[src/rtl/hazard_scoreboard.sv]
// Decode-stall / branch-discard hazard unit built around a per-register pending-write scoreboard.
// Optional macro HAZARD_SCOREBOARD_STATS_EN adds saturating stall/discard activity counters.
module hazard_scoreboard #(
  parameter int NB_INFLIGHT    = 3,
  parameter int NB_REGS        = 32,
  parameter int ADDR_W         = 5,
  parameter int DISCARD_CYCLES = 2
) (
  input  logic              clk_i,
  input  logic              rst_i,
  input  logic              branch_i,
  output logic              ex_discard_request_o,
  input  logic              dec_valid_i,
  input  logic [ADDR_W-1:0] reg_raddr1_i,
  input  logic [ADDR_W-1:0] reg_raddr2_i,
  input  logic              dec_reg_write_i,
  input  logic [ADDR_W-1:0] dec_reg_addr_i,
  input  logic              ex_reg_write_i,
  input  logic [ADDR_W-1:0] ex_reg_addr_i,
  input  logic              reg_write_i,
  input  logic [ADDR_W-1:0] reg_waddr_i,
  output logic              dec_stall_request_o,
  output logic              err_o
`ifdef HAZARD_SCOREBOARD_STATS_EN
  ,
  output logic [31:0]       stall_count_o,
  output logic [31:0]       discard_count_o
`endif
);

  localparam int CW = $clog2(NB_INFLIGHT + 1);
  localparam int DW = $clog2(DISCARD_CYCLES + 1);
  localparam int NW = CW + 2;

  logic [CW-1:0] pending_q [NB_REGS];
  logic [CW-1:0] pending_d [NB_REGS];
  logic [DW-1:0] dcnt_q;
  logic          discard_q;
  logic          first_q;
  logic          err_q;

  logic srcHazard1;
  logic srcHazard2;
  logic destFull;
  logic stallReq;
  logic issueEn;
  logic retireEn;
  logic cancelEn;
  logic errSet;

  assign srcHazard1 = (reg_raddr1_i != '0) && (pending_q[reg_raddr1_i] != '0);
  assign srcHazard2 = (reg_raddr2_i != '0) && (pending_q[reg_raddr2_i] != '0);
  assign destFull   = dec_reg_write_i && (pending_q[dec_reg_addr_i] == CW'(NB_INFLIGHT));
  assign stallReq   = (dec_valid_i && (srcHazard1 || srcHazard2)) || destFull;

  assign issueEn  = dec_valid_i && dec_reg_write_i && (dec_reg_addr_i != '0)
                    && !stallReq && !discard_q;
  assign retireEn = reg_write_i && (reg_waddr_i != '0);
  // Only the instruction sitting in execute when the window opens gets killed.
  assign cancelEn = discard_q && first_q && ex_reg_write_i && (ex_reg_addr_i != '0);

  always_comb begin
    pending_d = pending_q;
    errSet    = 1'b0;
    pending_d[0] = '0;
    for (int r = 1; r < NB_REGS; r++) begin
      logic [NW-1:0] incV;
      logic [NW-1:0] decV;
      logic [NW-1:0] sumV;
      incV = NW'(issueEn && (dec_reg_addr_i == ADDR_W'(r)));
      decV = NW'(retireEn && (reg_waddr_i == ADDR_W'(r)))
           + NW'(cancelEn && (ex_reg_addr_i == ADDR_W'(r)));
      sumV = NW'(pending_q[r]) + incV;
      if (sumV < decV) begin
        pending_d[r] = '0;
        errSet       = 1'b1;
      end else if ((sumV - decV) > NW'(NB_INFLIGHT)) begin
        errSet = 1'b1;
      end else begin
        pending_d[r] = CW'(sumV - decV);
      end
    end
  end

  always_ff @(posedge clk_i or negedge rst_i) begin
    if (!rst_i) begin
      for (int r = 0; r < NB_REGS; r++) pending_q[r] <= '0;
      dcnt_q    <= '0;
      discard_q <= 1'b0;
      first_q   <= 1'b0;
      err_q     <= 1'b0;
    end else begin
      for (int r = 0; r < NB_REGS; r++) pending_q[r] <= pending_d[r];
      err_q   <= err_q | errSet;
      first_q <= branch_i && (dcnt_q == '0);
      if (branch_i) begin
        dcnt_q    <= DW'(DISCARD_CYCLES);
        discard_q <= 1'b1;
      end else if (dcnt_q != '0) begin
        dcnt_q    <= dcnt_q - DW'(1);
        discard_q <= (dcnt_q > DW'(1));
      end else begin
        discard_q <= 1'b0;
      end
    end
  end

  assign ex_discard_request_o = discard_q;
  assign dec_stall_request_o  = stallReq;
  assign err_o                = err_q;

`ifdef HAZARD_SCOREBOARD_STATS_EN
  logic [31:0] stallCnt_q;
  logic [31:0] discardCnt_q;

  always_ff @(posedge clk_i or negedge rst_i) begin
    if (!rst_i) begin
      stallCnt_q   <= '0;
      discardCnt_q <= '0;
    end else begin
      if (stallReq && (stallCnt_q != '1))
        stallCnt_q <= stallCnt_q + 32'd1;
      if (discard_q && (discardCnt_q != '1))
        discardCnt_q <= discardCnt_q + 32'd1;
    end
  end

  assign stall_count_o   = stallCnt_q;
  assign discard_count_o = discardCnt_q;
`endif

endmodule

[config.mk]
export PLATFORM = sky130hd
export DESIGN_NAME = hazard_scoreboard
export DESIGN_NICKNAME = d
export VERILOG_FILES = /design/src/rtl/hazard_scoreboard.sv
export SDC_FILE = /design/constraint.sdc
export NUM_CORES = 1
export LEC_CHECK = 0
export CAP_MARGIN = 20
export CELL_PAD_IN_SITES_DETAIL_PLACEMENT = 0
export CELL_PAD_IN_SITES_GLOBAL_PLACEMENT = 1
export CORE_ASPECT_RATIO = 1.25
export CORE_MARGIN = 2
export CORE_UTILIZATION = 35
export DETAILED_ROUTE_END_ITERATION = 7
export PLACE_DENSITY = 0.67
export SLEW_MARGIN = 10
export SYNTH_ARGS = -nofsm -noshare
export SYNTH_HDL_FRONTEND = slang
export SYNTH_SLANG_ARGS = --single-unit
export TNS_END_PERCENT = 10
[constraint.sdc]
create_clock -name clk_i -period 5.4 [get_ports clk_i]
set_input_delay 0.81 -clock clk_i [delete_from_list [all_inputs] [get_ports clk_i]]
set_output_delay 0.81 -clock clk_i [all_outputs]
set_load 0.05 [all_outputs]
==> impl_metrics.tcl, run 1 <==
set metrics [dict create \
    status "finished, final reports clean" \
    relSlewSlack_pct 58.7 \
    die_w_um 147 \
    crit_buf_inv 7 \
    p_leak_nw 5.16 \
    ys_seq_area_share_pct 18.9 \
    num_vias 7661 \
    p_per_area_nw_per_um2 335 \
    yosysMostFrequentCell "inv_1" \
    root_buffer "clkbuf_16" \
    ant_nets 0 \
    drive_above_1_share_pct 12.1 \
    gp_congestion 0.914 \
    holdCritPathClass "input port to asynchronous set/reset pin" \
    synth_area_per_cell_um2 8.48 \
    numCtsBuffers 9 \
    fin_crit_ns 5.18 \
    io_buffers 34 \
    end_kind "flop" \
    tightest_slew_ns 0.619 \
    wl_per_cell_um 18.6 \
    cts_tree "done" \
    syn-num-nets 1299 \
    fmax_mhz 193 \
    clock_path_buffers 2 \
    crit-reg2reg-launch "pending_q[59]$_DFFE_PN0P_" \
    num_antenna_cells 0 \
    syn_area_um2 8890 \
    critical_path.slowest_cell "clkdlybuf4s50_1" \
    path_delay_family "simple AND/OR/NAND/NOR gates" \
    drcViolationCount 0 \
    track_usage_pct 21.9 \
    num_io_pins 35 \
    ir_drop_v 0.000160 \
    dr.pass1.iters 5 \
    p_total_mw 3.53 \
    drt-initial-drc-count 579 \
    regToRegSetupSlack_ns 0.74 \
    arrival_ns 5.42 \
    global_route.overflow_total 0 \
    synth_top_area_share_pct 22.1 \
    wl_um 27800 \
    critPathLaunch "dec_reg_addr_i[1]" \
    clkLatencyLatePin_ns 0.36 \
    synth_area_leaders "ha_1 22%, dfrtp_1 19%, fa_1 14%, inv_1 9.2%, nor2_1 8.0%" \
    slew_violations 0 \
    nNetsFinal 1408 \
    fin_util_pct 42.0 \
    antenna_found_initial 0 \
    synth.distinct_cells 52 \
    path_max_fanout 19 \
    cap_violations 0 \
    crit_chain "clkdlybuf4s50_1 > buf_12 > o21ai_0 > mux4_2 > a22oi_1 > and3_4 > nand4_4 > buf_4 > buf_4 > nor3_1 > ha_1 > inv_1 > ha_1 > inv_1 > fa_1 > inv_1 > ha_1 > nand2_1 > nor4_1 > nand4_1 > nor2_1 > nand3_1" \
    synth_cells 1048 \
    cts.clk_slew.worst_paths_ns 0.06 \
    postCtsResizedCells 0 \
    placementRows 65 \
    fp.dieH_um 182 \
    clock-sinks 67 \
    dp_hpwl_um 23400 \
    yosysTopAreaCell "ha_1" \
    setup_viol 0 \
    rsz0062_at_grt "false" \
    startpoint_type "input port" \
    drt-vias-per-instance 5.12 \
    grt_pass1_vias 7804 \
    htreeDepth 3 \
    dp_cells 1480 \
    grt_pass1_wl_um 44100 \
    post_cts_buffers 0 \
    regToRegEndpoint "err_o$_DFF_PN0_" \
    synthArstFlopShare_pct 100 \
    worstRegToRegCells 20 \
    die-area_um2 26700 \
    synth_seq_cells 67 \
    max_stage_delay_ns 0.50 \
    cp.required_ns 5.63 \
    initial_core_util_pct 35.4 \
    finalHoldViolations 0 \
    fin_skew_ns 0.00718 \
    worstSetupPathDepth 22 \
    final_cells 1496 \
    synthTopCellsByCount "218 x inv_1, 189 x nor2_1, 157 x ha_1, 67 x dfrtp_1, 62 x fa_1" \
    synth_edf_count 0 \
    cts_hold_buf 0 \
    critPathKind "input port to flop" \
    yosysWarnings 0 \
    grt_max_degree 68 \
    synthFlopType "dfrtp_1" \
    areaGrowthSynthToFinish_pct 18.7 \
    core_area_um2 25100 \
    finalCritPeriodShare_pct 96.0 \
]
layer usage:
| metal | global-route usage [%] | vias up | part of all wire (%) |
|---|---|---|---|
| met5 | 0 | - | 0 |
| li1 | - | 3675 | - |
| met3 | 3.25 | 48 | 4.6 |
| met2 | 37.7 | 203 | 49 |
| met1 | 27.8 | 3735 | 43 |
| met4 | 8.04 | 0 | 3.3 |
where the power goes:
group          switching [mW]  total, mW  internal [mW]
logic                    1.01       1.87          0.859
registers               0.319       1.03          0.709
clock network           0.250      0.631          0.380
worst max path at each step:
stage | end | slack [ns]
floorplan | err_o$_DFF_PN0_ | 0.83
global placement | err_o$_DFF_PN0_ | -0.29
detailed placement | err_o$_DFF_PN0_ | -0.25
CTS | err_o$_DFF_PN0_ | 0.11
global route | err_o$_DFF_PN0_ | 0.01
finish | err_o$_DFF_PN0_ | 0.22
kinds of logic after synthesis:
kind of cell             Yosys count  synth area share (%)
AND/OR/NAND/NOR                  367                  18.4
buffers and inverters            239                  10.7
adder cells (fa/ha/maj)          219                  36.0
AO/OA/AOI/OAI                    103                  7.58
flip-flops                        67                  18.9
multiplexers                      52                  8.29
XOR/XNOR                           1                0.0985
flip-flops by register name, summed over array words and instances, names as in the netlist:
signal and flops:
pending_q 62, dcnt_q 2, err_o 1, ex_discard_request_o 1
first_q 1
placed cells by master (no fill, tap or decap), types with 2 or more instances in the layout:
cell,netlist,final
clkdlybuf4s50_1,0,32
or2_2,4,4
nor3_1,42,40
o21ai_1,6,6
nor2_1,189,188
clkbuf_1,8,2
clkbuf_8,1,2
inv_1,218,218
nand4_1,5,5
buf_12,0,3
mux2i_1,32,32
nor3_2,0,2
o31ai_1,29,29
o21ai_0,10,10
a21oi_1,30,30
nor2b_1,8,8
nor4_1,14,8
or3_1,2,2
nand2b_1,8,8
clkbuf_16,0,9
mux4_2,17,17
dfrtp_1,67,67
mux2_2,3,3
nand4b_1,2,2
nor4_2,0,5
o211ai_1,5,5
nand3_1,19,19
and2_1,2,2
ha_1,157,157
a211oi_1,9,9
nand3b_1,2,2
o21a_1,3,3
fa_1,62,62
nand2_1,61,61
buf_4,1,83
nor3b_1,3,3
a2111oi_0,3,3
area by class of cell:
class                      count  area (µm²)
clock buffer                  13         260
clock inverter                 2        35.0
fill                        2519       14600
inverter                     219         825
multi-input combinational    742        6340
sequential                    67        1680
tap                          335         419
timing repair buffer         118        1000
worst reg2reg max path, stage by stage, from the launching register on:
cell	delay, ns
dfrtp_1	0.47
and3_2	0.25
mux4_2	0.46
a22oi_1	0.27
and3_4	0.25
nand4_4	0.17
buf_4	0.20
buf_4	0.14
nor3_1	0.26
ha_1	0.29
inv_1	0.06
ha_1	0.16
inv_1	0.05
fa_1	0.35
inv_1	0.06
ha_1	0.12
nand2_1	0.13
nor4_1	0.49
nand4_1	0.18
nor2_1	0.11
nand3_1	0.07
metrics by stage:
step	hold slack, ns	setup WS, ns	instance area, µm²	TNS [ns]
2_1_floorplan	0.470	0.835	8890	0
3_3_place_gp	0.490	-0.291	10200	-0.291
3_5_place_dp	0.502	-0.251	10200	-0.251
4_1_cts	0.516	0.111	10500	0
5_1_grt	0.440	0.0128	10600	0
6_report	0.401	0.215	10600	0
(Power assumes the default switching activity.)
==> inputs of run 2 (changes only) <==
--- a/config.mk
+++ b/config.mk
@@ -13,6 +13,7 @@
 export CORE_UTILIZATION = 35
 export DETAILED_ROUTE_END_ITERATION = 7
 export PLACE_DENSITY = 0.67
+export RECOVER_POWER = 50
 export SLEW_MARGIN = 10
 export SYNTH_ARGS = -nofsm -noshare
 export SYNTH_HDL_FRONTEND = slang
==> run 2 against run 1 <==
Against the previous run:
- first-iteration DRC count is 4.3% higher
- register-to-register slack hardly changed
- via count is 0.26% lower
- the flow now finishes with violations (max-capacitance violations, max-slew violations)
- flip-flop and latch count unchanged
- critical path depth unchanged
- largest cell class unchanged
- clock skew increased by 0.0030 ns
- non-clock buffer count did not move
- critical path type unchanged
- largest power group unchanged
- global-route usage unchanged
- combinational power hardly changed
- fmax shrank 0.59%
- sequential share of layout area about the same
- final cell count stayed put
- critical endpoint unchanged
==> impl_metrics.tcl, run 2 (same netlist as run 1, synthesis figures left out) <==
set metrics [dict create \
    crit-reg2reg-launch "pending_q[59]$_DFFE_PN0P_" \
    power_frac_clock_pct 17.9 \
    fp.dieH_um 182 \
    startpoint_type "input port" \
    final_cells 1496 \
    areaGrowthSynthToFinish_pct 18.5 \
    finalCritPeriodShare_pct 96.6 \
    fin_skew_ns 0.0101 \
    root_buffer "clkbuf_16" \
    cts_tree "done" \
    setup_viol 0 \
    cts.clk_slew.worst_paths_ns 0.06 \
    fin_crit_ns 5.22 \
    fmax_mhz 192 \
    clkLatencyLatePin_ns 0.36 \
    global_route.overflow_total 0 \
    nNetsFinal 1408 \
    fin_util_pct 41.9 \
    cap_violations 2 \
    drcViolationCount 0 \
    clock-sinks 67 \
    share_comb_of_total_power_pct 52.9 \
    intPower_mw 1.95 \
    end_kind "flop" \
    largest_reg_flops 62 \
    wl_per_cell_um 18.6 \
    status "finished, violations left" \
    p_leak_nw 5.15 \
    gp_congestion 0.914 \
    drive_above_1_share_pct 11.9 \
    core_area_um2 25100 \
    regToRegSetupSlack_ns 0.73 \
    p_total_mw 3.53 \
    holdCritPathClass "flop to flop" \
    io_buffers 34 \
    min_from "dcnt_q[1]$_DFFE_PN0P_" \
    drt-vias-per-instance 5.11 \
    clock_path_buffers 2 \
    dp_cells 1480 \
    hold_depth 2 \
    wl_um 27800 \
    placementRows 65 \
    swShare_pct 44.9 \
    layout_common_cells "218 x inv_1, 188 x nor2_1, 157 x ha_1" \
    track_usage_pct 21.9 \
    p_per_area_nw_per_um2 335 \
    dp_hpwl_um 23400 \
    finalHoldViolations 0 \
    critPathKind "input port to flop" \
    ant_nets 0 \
    critPathLaunch "dec_reg_addr_i[1]" \
    slew_violations 70 \
    nFillCells 2523 \
    grt_pass1_vias 7804 \
    htreeDepth 3 \
    pwr-share-seq_pct 29.2 \
    worstRegToRegCells 20 \
    rsz0062_at_grt "false" \
    ir_drop_v 0.000160 \
    num_vias 7641 \
    regMostFlops "pending_q" \
    fin_tns_setup_ns 0 \
    grt_pass1_wl_um 44100 \
    min_to "dcnt_q[1]$_DFFE_PN0P_" \
    drt-initial-drc-count 604 \
    final_common_cell "inv_1" \
    p_sw_mw 1.58 \
    die_w_um 147 \
    relSlewSlack_pct -55.6 \
    failed_checks "max-capacitance violations, max-slew violations" \
    grt_max_degree 68 \
    post_cts_buffers 0 \
    dp_slack_ns -0.251 \
    dr.pass1.iters 5 \
    path_max_fanout 19 \
    tightest_slew_ns 2.33 \
    num_antenna_cells 0 \
    die-area_um2 26700 \
    top_regs "pending_q (62), dcnt_q (2)" \
    arrival_ns 5.45 \
    num_io_pins 35 \
    layout_setup_ws_ns 0.184 \
    antenna_found_initial 0 \
    cp.required_ns 5.63 \
    regToRegEndpoint "err_o$_DFF_PN0_" \
    initial_core_util_pct 35.4 \
    numCtsBuffers 9 \
]
[run 2: stage by stage]
step	cell area [µm²]	hold WS, ns
6_report	10500	0.513
5_1_grt	10500	0.570
4_1_cts	10500	0.516
3_5_place_dp	10200	0.502
3_3_place_gp	10200	0.490
2_1_floorplan	8890	0.470
[run 2: timing repair]
| action | in CTS | in global routing |
|---|---|---|
| gates resized for setup | 0 | 13 |
| hold buffers | 0 | 0 |
| endpoints found under the setup margin | 0 | 1 |
[run 2: worst max-delay path, stage by stage]
cell and delay, ns:
clkdlybuf4s50_1 0.50, buf_12 0.16, o21ai_0 0.12, mux4_2 0.47, a22oi_1 0.28, and3_4 0.25
nand4_4 0.17, buf_4 0.20, buf_4 0.14, nor3_1 0.27, ha_1 0.29, inv_1 0.06
ha_1 0.16, inv_1 0.05, fa_1 0.35, inv_1 0.06, ha_1 0.12, nand2_1 0.13
nor4_1 0.50, nand4_1 0.18, nor2_1 0.11, nand3_1 0.07
[run 2: power by group through the flow]
stage	sequential, mW	clock (mW)	combinational (mW)
final	1.03	0.632	1.87
after global routing	1.06	0.665	2.13
after CTS	1.03	0.646	1.86
after detailed placement	1.03	0	1.85
after global placement	1.04	0	1.82
after floorplan	0.913	0	1.26
[run 2: routing by layer]
layer  part of all wire (%)  vias to the layer above  global-route usage (%)
met3                    4.7                       48                    3.25
met5                      0                        -                       0
met2                     49                      196                    37.7
met4                    3.2                        0                    8.04
met1                     43                     3722                    27.8
li1                       -                     3675                       -
[run 2: worst max path at each step]
stage | endpoint | depth (start not counted)
after CTS | err_o$_DFF_PN0_ | 23
after detailed placement | err_o$_DFF_PN0_ | 23
after global placement | err_o$_DFF_PN0_ | 23
after floorplan | err_o$_DFF_PN0_ | 18
final | err_o$_DFF_PN0_ | 22
after global routing | err_o$_DFF_PN0_ | 25
[run 2: layout make-up]
| class | instances | area, µm² | area share (%) |
|---|---|---|---|
| multi-input combinational | 742 | 6340 | 60.1 |
| sequential | 67 | 1680 | 15.9 |
| timing repair buffer | 118 | 983 | 9.33 |
| inverter | 219 | 825 | 7.83 |
| tap | 335 | 419 | 3.98 |
| clock buffer | 13 | 260 | 2.47 |
| clock inverter | 2 | 35.0 | 0.333 |
==> inputs of run 3 (changes only) <==
--- a/config.mk
+++ b/config.mk
@@ -5,6 +5,7 @@
 export SDC_FILE = /design/constraint.sdc
 export NUM_CORES = 1
 export LEC_CHECK = 0
+export ABC_CLOCK_PERIOD_IN_PS = 5400
 export CAP_MARGIN = 20
 export CELL_PAD_IN_SITES_DETAIL_PLACEMENT = 0
 export CELL_PAD_IN_SITES_GLOBAL_PLACEMENT = 1
==> results of run 3 <==
Same layout as run 2: the final DEF is identical, and so are final timing and power.
